==> src/rtl/sm2c_pipe_converter_pkg.sv <==
// ----------------------------------------------------------------------------
// sm2c_pipe_converter_pkg
// Shared definitions for the sign-magnitude / two's-complement converter.
//   MODE_SM2C / MODE_C2SM : per-beat conversion direction encoding
//   sm2c_ovf_pred()       : SM2C overflow predicate for a lane of width n
// ----------------------------------------------------------------------------
package sm2c_pipe_converter_pkg;

   localparam logic MODE_SM2C = 1'b0;
   localparam logic MODE_C2SM = 1'b1;

   // A magnitude fits in n-bit two's complement when it is below 2^(n-1)
   // (positive) or at most 2^(n-1) (negative). The magnitude is passed
   // zero-extended to 32 bits, so n must not exceed 32.
   function automatic logic sm2c_ovf_pred(input logic [31:0] mag,
                                          input logic        sign,
                                          input int          n);
      logic [31:0] half;
      half = 32'd1 << (n - 1);
      return (!sign && ((mag & half) != 32'd0)) || (sign && (mag > half));
   endfunction

endpackage

==> src/rtl/sm2c_pipe_converter_lane.sv <==
// ----------------------------------------------------------------------------
// sm2c_lane
// One lane of the converter: both pipeline stages of the invert / increment
// datapath plus the overflow flag.
//   clk, rst     : clock, synchronous active-high reset
//   s1_load      : capture a new beat into stage 1
//   s2_load      : move stage 1 contents into stage 2
//   mode         : MODE_SM2C or MODE_C2SM for the beat being captured
//   data, sign   : lane input (sign is used in SM2C only)
//   out_data     : registered converted value
//   out_sign     : registered result sign
//   out_ovf      : registered overflow flag (SM2C only)
// Optional macro SM2C_SATURATE_EN: clamp overflowing SM2C results.
// ----------------------------------------------------------------------------
module sm2c_lane
   import sm2c_pipe_converter_pkg::*;
#(
   parameter int N = 5
) (
   input  logic         clk,
   input  logic         rst,
   input  logic         s1_load,
   input  logic         s2_load,
   input  logic         mode,
   input  logic [N-1:0] data,
   input  logic         sign,
   output logic [N-1:0] out_data,
   output logic         out_sign,
   output logic         out_ovf
);

   // Both directions are "negate if the effective sign is set"; only the
   // source of that sign differs.
   logic eff_sign;
   logic ovf_pre;

   always_comb begin
      eff_sign = (mode == MODE_SM2C) ? sign : data[N-1];
      ovf_pre  = (mode == MODE_SM2C) && sm2c_ovf_pred(32'(data), sign, N);
   end

   // Stage 1: conditionally inverted data, the +1 bit, mode, overflow.
   logic [N-1:0] s1_inv_reg;
   logic         s1_inc_reg;
   logic         s1_mode_reg;
   logic         s1_ovf_reg;

   always_ff @(posedge clk) begin
      if (rst) begin
         s1_inv_reg  <= '0;
         s1_inc_reg  <= 1'b0;
         s1_mode_reg <= MODE_SM2C;
         s1_ovf_reg  <= 1'b0;
      end else if (s1_load) begin
         s1_inv_reg  <= data ^ {N{eff_sign}};
         s1_inc_reg  <= eff_sign;
         s1_mode_reg <= mode;
         s1_ovf_reg  <= ovf_pre;
      end
   end

   // Stage 2: the sum and the flags.
   logic [N-1:0] sum;
   logic [N-1:0] data_next;
   logic         sign_next;
   logic [N-1:0] data_reg;
   logic         sign_reg;
   logic         ovf_reg;

   always_comb begin
      sum       = s1_inv_reg + N'(s1_inc_reg);
      data_next = sum;
      // SM2C reports the MSB of the result; C2SM reports the extracted sign.
      sign_next = (s1_mode_reg == MODE_SM2C) ? sum[N-1] : s1_inc_reg;
`ifdef SM2C_SATURATE_EN
      // The overflow flag only ever sets in SM2C, where s1_inc_reg is the
      // input sign and so selects the clamp direction.
      if (s1_ovf_reg) begin
         data_next = s1_inc_reg ? {1'b1, {(N-1){1'b0}}} : {1'b0, {(N-1){1'b1}}};
         sign_next = s1_inc_reg;
      end
`endif
   end

   always_ff @(posedge clk) begin
      if (rst) begin
         data_reg <= '0;
         sign_reg <= 1'b0;
         ovf_reg  <= 1'b0;
      end else if (s2_load) begin
         data_reg <= data_next;
         sign_reg <= sign_next;
         ovf_reg  <= s1_ovf_reg;
      end
   end

   assign out_data = data_reg;
   assign out_sign = sign_reg;
   assign out_ovf  = ovf_reg;

endmodule

==> src/rtl/sm2c_pipe_converter.sv <==
// ----------------------------------------------------------------------------
// sm2c_pipe_converter
// Multi-lane two-stage pipelined converter between sign-magnitude and two's
// complement with valid/ready flow control and a saturating overflow counter.
//   clk, rst             : clock, synchronous active-high reset
//   in_valid / in_ready  : input handshake
//   mode                 : 0 = SM2C, 1 = C2SM, sampled with the beat
//   in_data, in_sign     : CH lanes of N bits, lane i at [i*N +: N]
//   out_valid / out_ready: output handshake
//   out_data, out_sign, out_ovf : converted lanes and per-lane flags
//   ovf_cnt, ovf_clr     : transferred beats with any overflow, and its clear
// Optional macro SM2C_SATURATE_EN: clamp overflowing SM2C lanes.
// ----------------------------------------------------------------------------
module sm2c_pipe_converter
   import sm2c_pipe_converter_pkg::*;
#(
   parameter int N     = 5,
   parameter int CH    = 2,
   parameter int CNT_W = 8
) (
   input  logic            clk,
   input  logic            rst,
   input  logic            in_valid,
   output logic            in_ready,
   input  logic            mode,
   input  logic [CH*N-1:0] in_data,
   input  logic [CH-1:0]   in_sign,
   output logic            out_valid,
   input  logic            out_ready,
   output logic [CH*N-1:0] out_data,
   output logic [CH-1:0]   out_sign,
   output logic [CH-1:0]   out_ovf,
   output logic [CNT_W-1:0] ovf_cnt,
   input  logic            ovf_clr
);

   logic s1_valid_reg;
   logic s2_valid_reg;
   logic adv1;
   logic adv2;
   logic s1_load;
   logic s2_load;

   // A stage may advance when it is empty or the stage after it advances,
   // so a full pipe keeps streaming as long as out_ready stays high.
   always_comb begin
      adv2    = !s2_valid_reg || out_ready;
      adv1    = !s1_valid_reg || adv2;
      s1_load = adv1 && in_valid;
      s2_load = adv2 && s1_valid_reg;
   end

   assign in_ready  = adv1;
   assign out_valid = s2_valid_reg;

   always_ff @(posedge clk) begin
      if (rst) begin
         s1_valid_reg <= 1'b0;
         s2_valid_reg <= 1'b0;
      end else begin
         if (adv1) s1_valid_reg <= in_valid;
         if (adv2) s2_valid_reg <= s1_valid_reg;
      end
   end

   generate
      for (genvar gi = 0; gi < CH; gi++) begin : g_lane
         sm2c_lane #(.N(N)) u_lane (
            .clk      (clk),
            .rst      (rst),
            .s1_load  (s1_load),
            .s2_load  (s2_load),
            .mode     (mode),
            .data     (in_data[gi*N +: N]),
            .sign     (in_sign[gi]),
            .out_data (out_data[gi*N +: N]),
            .out_sign (out_sign[gi]),
            .out_ovf  (out_ovf[gi])
         );
      end
   endgenerate

   // Saturating count of transferred beats carrying any overflow; the clear
   // wins over a same-cycle increment.
   logic [CNT_W-1:0] ovf_cnt_reg;

   always_ff @(posedge clk) begin
      if (rst || ovf_clr) begin
         ovf_cnt_reg <= '0;
      end else if (out_valid && out_ready && (|out_ovf) && (ovf_cnt_reg != {CNT_W{1'b1}})) begin
         ovf_cnt_reg <= ovf_cnt_reg + 1'b1;
      end
   end

   assign ovf_cnt = ovf_cnt_reg;

endmodule

==> config.mk <==
export PLATFORM = sky130hd
export DESIGN_NAME = sm2c_pipe_converter
export DESIGN_NICKNAME = d
export VERILOG_FILES = /design/src/rtl/sm2c_pipe_converter_pkg.sv /design/src/rtl/sm2c_pipe_converter_lane.sv /design/src/rtl/sm2c_pipe_converter.sv
export SDC_FILE = /design/constraint.sdc
export NUM_CORES = 1
export LEC_CHECK = 0
export BUFFER_PORTS_ARGS = -buffer_cell sky130_fd_sc_hd__clkbuf_2
export CAP_MARGIN = 20
export CORE_MARGIN = 10
export CORE_UTILIZATION = 50
export CTS_BUF_LIST = sky130_fd_sc_hd__clkbuf_4
export CTS_CLUSTER_DIAMETER = 50
export DETAILED_ROUTE_END_ITERATION = 8
export HOLD_SLACK_MARGIN = 0.05
export PLACE_DENSITY = 0.82
export SLEW_MARGIN = 20
export SYNTH_ARGS = -nofsm -noshare
export SYNTH_HDL_FRONTEND = slang
export SYNTH_SLANG_ARGS = --single-unit
==> constraint.sdc <==
create_clock -name clk -period 1.5 [get_ports clk]
set_input_delay 0.225 -clock clk [delete_from_list [all_inputs] [get_ports clk]]
set_output_delay 0.225 -clock clk [all_outputs]
set_load 0.01 [all_outputs]
==> key figures <==
Run status
  – Status: finished clean

STA
  – Period minus WS final: about 1.4 ns
  – Final slew viol count: 0
  – Tcrit/Tclk final: 0.9554
  – Final worst slack: 0.06693 ns
  – Worst-Margin Slew: around 0.65 ns
  – Hold Fails Final Rpt: 0
  – Peak Freq: 697.8 MHz
  – Clk_skew: slightly above 0.009 ns
  – Slew HR: 0.5680
  – Final setup violation count: 0
  – RSZ-0062 raised after global routing: yes

Floorplanning
  – Ports: between 40 and 50
  – Starting Density: 0.5165
  – Die height: between 80 and 90 microns
  – # rows: 22
  – Core region area: ~3600 sq um
  – Die Wd: roughly 81 microns
  – Die area: between 6000 and 7000 sq um

Yosys
  – Netlist cell types: 39
  – Flop and latch count out of synthesis: 39
  – Ys async rst share: 0
  – Netlist Area Pre-Place: about 1900 sq um
  – Area leader, netlist: dfxtp_1
  – Synth top area cells: dfxtp_1 42%, xor2_1 6.5%, a211oi_1 6.0%, a21oi_1 5.6%, nand3_1 3.7%
  – Area share of the largest cell type after synthesis: 0.4160
  – Mean post-synth cell area: 8.937 sq um
  – Ys flop type: dfxtp_1
  – Seq/Total Area, Yosys: 0.4160
  – Synthesis Warnings: 0
  – Number of flops mapped to enable cells by yosys: 0
  – Syn nets: about 230
  – Syn Inst Count: 210

Placement
  – Placed cell areas: approximately 2100 sq um
  – GP Congestion: about 0.88
  – HPWL Detailed: about 3600 microns
  – Dpl ws: 0.02212 ns
  – I/O Buffers: approximately 40

Setup path
  – Slowest-stage cell, CP: a2111oi_2
  – Top delay family on crit path: simple AND/OR/NAND/NOR gates
  – R2R depth: 4
  – Worst Setup End Kind: flop
  – Crit-path max FO: 5
  – CP startpoint kind: flop
  – Worst setup path start: ovf_cnt[1]$_SDFFE_PP0P_
  – Worst path cell trace: ha_2 -> and4_2 -> a2111oi_2 -> nor3_1
  – Req. time, crit path: 1.74 ns
  – FF-to-FF Start: ovf_cnt[1]$_SDFFE_PP0P_
  – Critical Path Stages: 4
  – CP max stage delay: roughly 0.38 ns
  – Crit path DAT: around 1.7 ns
  – Worst Path Buf+Inv: 0
  – Crit Path Category: reg -> reg

CTS
  – Number of CTS-inserted buffers: 5
  – Clock sinks: 39
  – TritonCTS clock tree: built
  – Clock transition at the registers of the reported paths: ~0.11 ns
  – Root Buffer: clkbuf_4
  – Number of H-tree levels: 2
  – CTS Buffer Depth: 2
  – Clk Latency, worst-skew pair: 0.35 ns

Global route
  – Overflow after GRT: 0
  – Largest net degree at the start of global routing: 16
  – Global-route wire length before repair: around 7600 microns
  – Initial antenna violation count: 0
  – Vias in the first global route: approximately 1600
  – GRT Total Usage: 0.1479

Route
  – Via density: 5.865
  – Vias after detailed routing: 1777
  – Final WL: approximately 4700 microns
  – DRC violations left: 0
  – DR iter-0 viols: ~150
  – Metal2 WL: 2272 microns
  – DR top layer: met4
  – Met3 wire len: approximately 370 microns
  – Antenna Nets Post-Route: 0
  – Routed len/inst: ~16 microns
  – Metal1 wirelength: ~2000 microns
  – Drt first pass iters: 4

Hold path
  – Hold depth: 2
  – Hold crit path type: in -> reg
  – Hold Path Origin: rst

Power
  – Pwr per Cell Area: between 800 and 900 nW/um^2
  – Peak VDD IR: approximately 0.44 mV
  – Leakage: ~0.9 nW
  – Final Power: around 0.0019 W

Layout
  – Fill cell count: 348
  – Layout cells sized above 1: 0.2627
  – Register area: 782.0 sq um
  – N_diodes: 0
  – Nets@finish: around 280
  – Finished Cell Area: 2218 sq um
  – Multi-input logic area: about 1000 sq um
  – Area growth from synthesis to layout: 18.20%

Flow run
  – Max-cap violations: 0
-- per-stage QoR --
stage          instances    util   TNS, ns  hold slack [ns]
2_1_floorplan        210       -         0           0.3727
3_3_place_gp         296  0.5895         0           0.4659
3_5_place_dp         296  0.5895         0           0.4645
4_1_cts              303  0.6047         0           0.1435
5_1_grt              303  0.6105  -0.06724           0.1467
6_report             303  0.6105         0           0.1587
-- cell usage in the layout, fill, tap and decap left out, drive strengths merged, types with 4 or more instances in the layout --
cell type / instances
clkbuf: 47
dfxtp: 39
a21oi: 21
nand2: 17
a211oi: 15
nand3: 15
xor2: 14
o21ai: 10
buf: 10
o22ai: 8
inv: 7
and3: 5
ha: 5
mux2i: 4
a41oi: 4
nor4: 4
nor3b: 4
nor2: 4
-- kinds of logic (layout without fill, tap and decap cells) --
| family | Yosys count | after routing | synth area share |
|---|---|---|---|
| AO/OA/AOI/OAI | 67 | 67 | 0.2313 |
| AND/OR/NAND/NOR | 60 | 60 | 0.1733 |
| flip-flops | 39 | 39 | 0.4160 |
| buffers and inverters | 19 | 64 | 0.04999 |
| XOR/XNOR | 16 | 16 | 0.07467 |
| adder cells (fa/ha/maj) | 5 | 5 | 0.03333 |
| multiplexers | 4 | 4 | 0.02133 |
-- worst register-to-register path, cell delays in order, from the launching register on --
cell,delay [ns]
dfxtp_1,0.36
ha_2,0.21
and4_2,0.29
a2111oi_2,0.38
nor3_1,0.09
-- layout make-up --
class	count	area share
Multi-Input combinational cell	152	0.4608
Sequential cell	39	0.3525
Timing Repair Buffer	51	0.1263
Tap cell	48	0.02707
Clock buffer	6	0.02030
Inverter	7	0.01297
-- layer usage --
layer | global-route usage | up-vias
met4 | 0.07958 | 0
met1 | 0.1711 | 838
met5 | 0 | -
li1 | - | 877
met2 | 0.2322 | 54
met3 | 0.05519 | 8
-- path summary, 6_finish.rpt --
path                                            endpoint  slack (ns)
max                              ovf_cnt[4]$_SDFFE_PP0P_        0.07
min            g_lane[1].u_lane.out_data[3]$_SDFFE_PP0P_        0.16
max reg2reg                      ovf_cnt[4]$_SDFFE_PP0P_        0.07
min reg2reg  g_lane[0].u_lane.s1_inv_reg[0]$_SDFFE_PP0P_        0.48
-- cells in the mapped netlist (4+ instances only) --
master / n
inv_1: 6
a21oi_1: 21
xor2_1: 14
and3_1: 5
dfxtp_1: 39
a41oi_1: 4
o21ai_0: 10
nand3_1: 14
o22ai_1: 8
nand2_1: 17
ha_1: 5
mux2i_1: 4
a211oi_1: 15
nor4_1: 4
nor3b_1: 4
buf_4: 5
-- what timing repair did --
| action | in CTS | in global routing |
|---|---|---|
| pin swaps | 1 | 0 |
| endpoints found under the setup margin | 2 | 5 |
| buffers inserted | 1 | 0 |
| resized for setup | 2 | 7 |
| hold buffers | 0 | 0 |
-- report_power, final --
part           internal (W)  total (W)  switching, W
registers           0.00109    0.00113     0.0000416
clock network      0.000185   0.000506      0.000321
logic              0.000118   0.000269      0.000151
total               0.00139    0.00190      0.000513
Power figures use the tool's default switching activity.
